## src/rtl/rsa_modexp_unit.sv

```systemverilog
// Textbook-RSA modular exponentiation engine: output_data = m^e mod n.
// Controller FSM plus multiply / combinational-remainder datapath behind a single
// command port. The exponent and modulus are loadable and default to (17, 3233).
module rsa_modexp_unit #(
  parameter int unsigned DW    = 13,
  parameter int unsigned OW    = 16,
  parameter int unsigned E_RST = 17,
  parameter int unsigned N_RST = 3233
) (
  input  logic          clk,
  input  logic          rst,
  input  logic [DW-1:0] data,
  input  logic [2:0]    input_data_type,
  output logic [OW-1:0] output_data,
  output logic          done
);

  typedef enum logic [2:0] {StIdle, StInit, StMult, StMod, StDone} state_e;

  localparam logic [2:0] CmdStart = 3'd1;
  localparam logic [2:0] CmdLoadE = 3'd2;
  localparam logic [2:0] CmdLoadN = 3'd3;
  localparam logic [DW:0] CountOne = 1;

  state_e        state_q;
  logic [DW-1:0] e_q;
  logic [DW-1:0] n_q;
  logic [DW-1:0] m_q;
  logic [DW-1:0] acc_q;
  logic [31:0]   prod_q;
  logic [DW:0]   count_q;

  logic [DW-1:0] init_rem;
  logic [DW-1:0] mod_rem;
  logic [DW:0]   count_inc;

  // Remainder that treats a zero modulus as yielding 0 instead of dividing by zero.
  function automatic logic [DW-1:0] mod_n(input logic [31:0] x, input logic [DW-1:0] d);
    logic [31:0] r;
    if (d == '0) begin
      r = '0;
    end else begin
      r = x % 32'(d);
    end
    return r[DW-1:0];
  endfunction

  // Datapath: first accumulator value (e=0 means the empty product, 1 mod n),
  // per-step remainder of the registered product, and the advanced step count.
  always_comb begin
    init_rem  = (e_q == '0) ? mod_n(32'd1, n_q) : mod_n(32'(m_q), n_q);
    mod_rem   = mod_n(prod_q, n_q);
    count_inc = count_q + CountOne;
  end

  // Controller FSM with all state, key registers and registered outputs.
  always_ff @(posedge clk or posedge rst) begin
    if (rst) begin
      state_q     <= StIdle;
      e_q         <= DW'(E_RST);
      n_q         <= DW'(N_RST);
      m_q         <= '0;
      acc_q       <= '0;
      prod_q      <= '0;
      count_q     <= '0;
      output_data <= '0;
      done        <= 1'b0;
    end else begin
      case (state_q)
        StIdle, StDone: begin
          case (input_data_type)
            CmdStart: begin
              m_q     <= data;
              done    <= 1'b0;
              count_q <= CountOne;
              state_q <= StInit;
            end
            CmdLoadE: e_q <= data;
            CmdLoadN: n_q <= data;
            default: ;
          endcase
        end
        StInit: begin
          acc_q <= init_rem;
          if (count_q >= {1'b0, e_q}) begin
            output_data <= OW'(init_rem);
            done        <= 1'b1;
            state_q     <= StDone;
          end else begin
            state_q <= StMult;
          end
        end
        StMult: begin
          prod_q  <= 32'(acc_q) * 32'(m_q);
          state_q <= StMod;
        end
        StMod: begin
          acc_q   <= mod_rem;
          count_q <= count_inc;
          if (count_inc >= {1'b0, e_q}) begin
            output_data <= OW'(mod_rem);
            done        <= 1'b1;
            state_q     <= StDone;
          end else begin
            state_q <= StMult;
          end
        end
        default: state_q <= StIdle;
      endcase
    end
  end

endmodule

```

## config.mk

```make
export PLATFORM = sky130hd
export DESIGN_NAME = rsa_modexp_unit
export DESIGN_NICKNAME = d
export VERILOG_FILES = /design/src/rtl/rsa_modexp_unit.sv
export SDC_FILE = /design/constraint.sdc
export NUM_CORES = 2
export LEC_CHECK = 0
export CAP_MARGIN = 20
export CORE_AREA = 2 2 348 350
export DETAILED_ROUTE_END_ITERATION = 10
export DIE_AREA = 0 0 350 352
export PLACE_DENSITY = 0.9
export SLEW_MARGIN = 20
export SYNTH_ARGS = -nofsm -noshare
export SYNTH_HDL_FRONTEND = slang
export SYNTH_SLANG_ARGS = --single-unit
```

## constraint.sdc

```tcl
create_clock -name clk -period 243.6 [get_ports clk]
set_clock_uncertainty 0.15 [all_clocks]
set_input_delay 48.72 -clock clk [delete_from_list [all_inputs] [get_ports clk]]
set_output_delay 48.72 -clock clk [all_outputs]
set_load 0.05 [all_outputs]
```

# Word level (Yosys, flattened, before mapping)
# Cells that the tools add are included.
word_totals:
  reg_bits: 112
  output_inout_bits: 17
  word_cells: 57
classes:
  n_addsub: 1
  n_mul: 1
  div_mod_pow: 3
  magnitude_cmp: 2
  n_eq_ne: 10
  n_mux: 18
  reduce_logical: 13
op_table:
  columns: ["op", "count"]
  rows:
  - ["two-way mux 13 bit", 4]
  - ["modulo 1 x 13 -> 32 bit, first input constant", 1]
  - ["modulo 13 x 13 -> 32 bit", 1]
  - ["modulo 26 x 13 -> 32 bit", 1]
  - ["two-way mux 16 bit", 2]
  - ["case mux 16 bit (2 select lines)", 1]
  - [">= comparator 14 x 13 -> 1 bit", 2]
  - ["case mux 14 bit (2 select lines)", 1]
  - ["logical NOT 13 bit", 2]
  - ["multiplier 13 x 13 -> 26 bit", 1]
  - ["case mux 13 bit (2 select lines)", 1]
  - ["adder 14 x 1 -> 14 bit, second input constant", 1]
  - ["two-way mux 14 bit", 1]
  - ["equality test 3 x 2 -> 1 bit, second input constant", 4]
  - ["case mux 3 bit (4 select lines)", 1]
  - ["two-way mux 3 bit", 3]
  - ["AND reduction 2 bit", 4]
  - ["equality test 3 x 1 -> 1 bit, second input constant", 2]
  - ["inequality test 2 bit, second input constant", 2]
  - ["AND reduction 4 bit", 1]
  - ["nonzero test 2 bit", 2]
  - ["equality test 3 bit, second input constant", 1]
  - ["logical NOT 3 bit", 1]
  - ["two-way mux 1 bit", 3]
  - ["other kinds (5)", 5]

# Longest topological paths before layout
depth:
  depth_word: 5
  ltp_mapped: 494
  depth_no_buf: 457

# Worst setup path after synthesis
# OpenSTA, ideal clock, no wires.
synth_path:
  path_type: "register to register"
  startpoint: "register n_q[0]"
  endpoint: "register acc_q[1]"
  t_arrival_ns: 95.965
  required_time_ns: 243.325
  path_slack_ns: 147.361
  path_stages_with_launch: 479
  n_path_buf: 45
  path_cell_list: "dfstp_2 -> buf_2 -> inv_1 -> clkbuf_1 -> clkbuf_1 -> clkbuf_1 -> buf_1 -> ha_1 -> clkbuf_1 -> nand2_1 -> nor2_1 -> ha_1 -> nor4b_1 -> nor4_2 -> ha_1 -> o21a_1 -> nor2_1 -> mux2_1 -> [... 443 more ...] -> a21o_1 -> a21o_2 -> a21o_1 -> a21o_1 -> a21oi_1 -> o21bai_1 -> a21o_1 -> a21o_1 -> o21ai_0 -> or4bb_1 -> a221oi_1 -> o2111ai_1 -> a21oi_2 -> nand4_2 -> o21ai_0 -> a21oi_1 -> a21bo_1 -> mux2_2"
synth_between:
  elab_chain_cells: 4
  elab_cells_between_ends: 9
  cone_classes: "3 x div; 5 x mux; 1 x reduce/logical"
synth_lines:
  columns: ["item", "line_no", "source"]
  rows:
  - ["start, declared", "27", "logic [DW-1:0] n_q;"]
  - ["start signal, assigned", "61", "n_q <= DW'(N_RST);"]
  - ["start signal, assigned", "79", "CmdLoadN: n_q <= data;"]
  - ["branches (longest 3 deep; another with modulo 26 x 13 -> 32 bit)", null, null]
  - ["case mux 13 bit (2 select lines) (*)", "69", "case (state_q)"]
  - ["end signal, assigned", "84", "acc_q <= init_rem;"]
  - ["end signal, assigned", "98", "acc_q <= mod_rem;"]
  - ["end, declared", "29", "logic [DW-1:0] acc_q;"]
# Every way passes the cells marked *.
# A chain may end at the register's enable or synchronous reset.

# Worst setup path after layout
# Same ends and word-level chain as after synthesis.

==> impl_results.md <==
* CP max-delay cell: a221oi_1
* Synth top area cells: ha_1 (18%), nand2_1 (5.2%), o21a_1 (5.0%)
* Placer Congestion at 0.964
* Max-slew headroom at 0.282
* Startpoint types: flop
* Crit. End Element: flop
* Sum Neg Setup Slack at 0 ps
* Max Clk Rate at 0.00963 GHz
* Port Buf Inserts at 31
* Iter 0 DRT Violations at 7,344
* Die height at 352 um
* Final Non-Filler Cells at 12.0k
* Setup Viol. Count Final at 0
* Num rows at 127
* Worst min path class: flop to flop
* Async set or reset register ratio after synthesis at 1.00
* Crit path DAT at 103,980 ps
* Area growth syn-to-layout at 2.36%
* Worst EP required at 243,720 ps
* Total gr overflow at 0
* Reg clk slew, reported paths at 80 ps
* Iteration count of the initial detailed-routing pass at 9
* Initial antenna violation count at 4
* Worst slew pin tran at 1070 ps
* H-tree depth at 3
* Post-layout min period at 103,850 ps
* Placed cell count at 12.0k
* Die area at 123,000 um2
* IO Count at 35
* CTS Sinks at 109
* Final slew viol count at 0
* Top cells by count, synth: ha_1 (1,082), nand2_1 (1,034), nor2_1 (939)
* Yosys top cell area share at 0.181
* Max Buffers Root-to-Sink at 2
* CTS tree: yes
* Final wirelength at 220,000 um
* CP max FO at 60
* Synthesized instance count at 10.6k
* Distinct cells, synth at 162
* Setup Buffers After CTS at 0
* Post-synthesis sequential area ratio at 0.0366
* Netlist Area Pre-Place at 74,800 um2
* Max Cap Viol at 0
* Fill count at 10.2k
* Post-route DRC at 0
* Crit path kind: flop to flop
* Post-cts sizing count at 0
* CTS Buf Count at 9
* Outcome: finished clean
* Wire length per cell at 18.3 um
* Crit-path most repeated cell: o21a_1
* CP max stage delay at 910 ps
* Vias at 81.7k
* Post-DP HPWL at 175,000 um
* Final core utilization at 0.641
* Flop2flop setup slack at 139,750 ps
* Largest net degree at the start of global routing at 70
* Initial Utilization at 0.627
* Avg Cell Area, Syn at 7.07 um2
* Warnings, synthesis at 0
* Register bit total from synthesis at 109
* NumNets Final at 11.6k
* Hold_buf cts at 0
* Synth area leader: ha_1
* RSZ-0062 raised after global routing: false
* Vias per inst at 6.80
* Fin. Hold Viols at 0
* First-pass GRT wire length at 363,000 um
* ANT nets after route at 0
* Post-synth EDFFs at 0
* Number of global-route vias before repair at 77.3k
* Most numerous cell in the Yosys netlist: ha_1
* Worst skew pair latency at 390 ps
* Root buffer cell: clkbuf_16
* Core area at 119,000 um2
* Synth Flop Type: dfrtp_1
* Chip width at 350 um
* Tcrit/Tclk final at 0.426
* Gr usage total at 0.339
* Share of cells above drive strength 1 at 0.0709
layout by cell type, fill, tap and decap left out, drive strengths merged, types with 103 or more instances in the layout:
| cell | n |
|---|---|
| nand2b | 206 |
| o31ai | 338 |
| inv | 478 |
| or3 | 118 |
| nor3 | 603 |
| mux2i | 103 |
| a21o | 337 |
| nor2 | 944 |
| nand4 | 127 |
| and2 | 186 |
| o21a | 501 |
| a31oi | 126 |
| xnor2 | 340 |
| or2 | 137 |
| fa | 123 |
| mux2 | 218 |
| a211oi | 111 |
| nand3 | 278 |
| a21oi | 708 |
| ha | 1082 |
| o21ai | 607 |
| nand2 | 1039 |
| xor2 | 182 |
kinds of logic (layout without fill, tap and decap cells):
group                    after synthesis  after routing  synth area share
flip-flops                           109            109            0.0366
buffers and inverters                817            612            0.0469
XOR/XNOR                             522            522            0.0613
multiplexers                         321            321            0.0469
AO/OA/AOI/OAI                       3472           3472             0.318
AND/OR/NAND/NOR                     4122           4122             0.276
other                                  1             30         0.0000501
adder cells (fa/ha/maj)             1209           1209             0.215
metrics by stage:
step	hold WS [ps]	setup WS [ps]	area (um2)
3_5_place_dp	329	141700	76200
2_1_floorplan	319	147360	74900
5_1_grt	375	131810	76500
4_1_cts	344	141370	76500
6_report	341	139750	76500
3_3_place_gp	323	145730	76200
registers in the layout, summed over array words and instances (netlist names):
name,flops
prod_q,26
count_q,14
acc_q,13
e_q,13
m_q,13
n_q,13
output_data,13
state_q,3
done,1
path summary, 6_finish.rpt:
path,start,endpoint,cells after the start
min in group asynchronous,rst,count_q[11],2
max,n_q[0],acc_q[1],446
max reg2reg,n_q[0],acc_q[1],446
min reg2reg,done,done,1
min,done,done,1
max in group asynchronous,rst,prod_q[16],3
layer usage:
layer  global-route usage  wire, um  vias up
li1                     -         -    39300
met1                0.432     93000    38300
met2                0.575    101000     3405
met3               0.0386     16700      693
met4                0.145      9280        4
met5                    0        27        -
layout make-up:
cell class                 count  area [um2]  area share
antenna                        4        10.0    0.000131
clock buffer                  10         239     0.00312
clock inverter                 6        78.8     0.00103
inverter                     479        1830      0.0239
multi-input combinational   9672       68700       0.897
sequential                   109        2740      0.0358
tap                         1612        2020      0.0264
timing repair buffer         117         956      0.0125
worst max-delay path: cells and delay by family, from the launching register on:
family | cells | cell delay (ps)
flip-flops | 1 | 580
AO/OA/AOI/OAI | 280 | 62030
buffers and inverters | 20 | 3800
multiplexers | 8 | 2770
AND/OR/NAND/NOR | 106 | 23910
adder cells (fa/ha/maj) | 32 | 10260
Power is left out: the tool's default activity adds up to more than one toggle a clock period on the data nets, which glitch-free logic cannot reach.
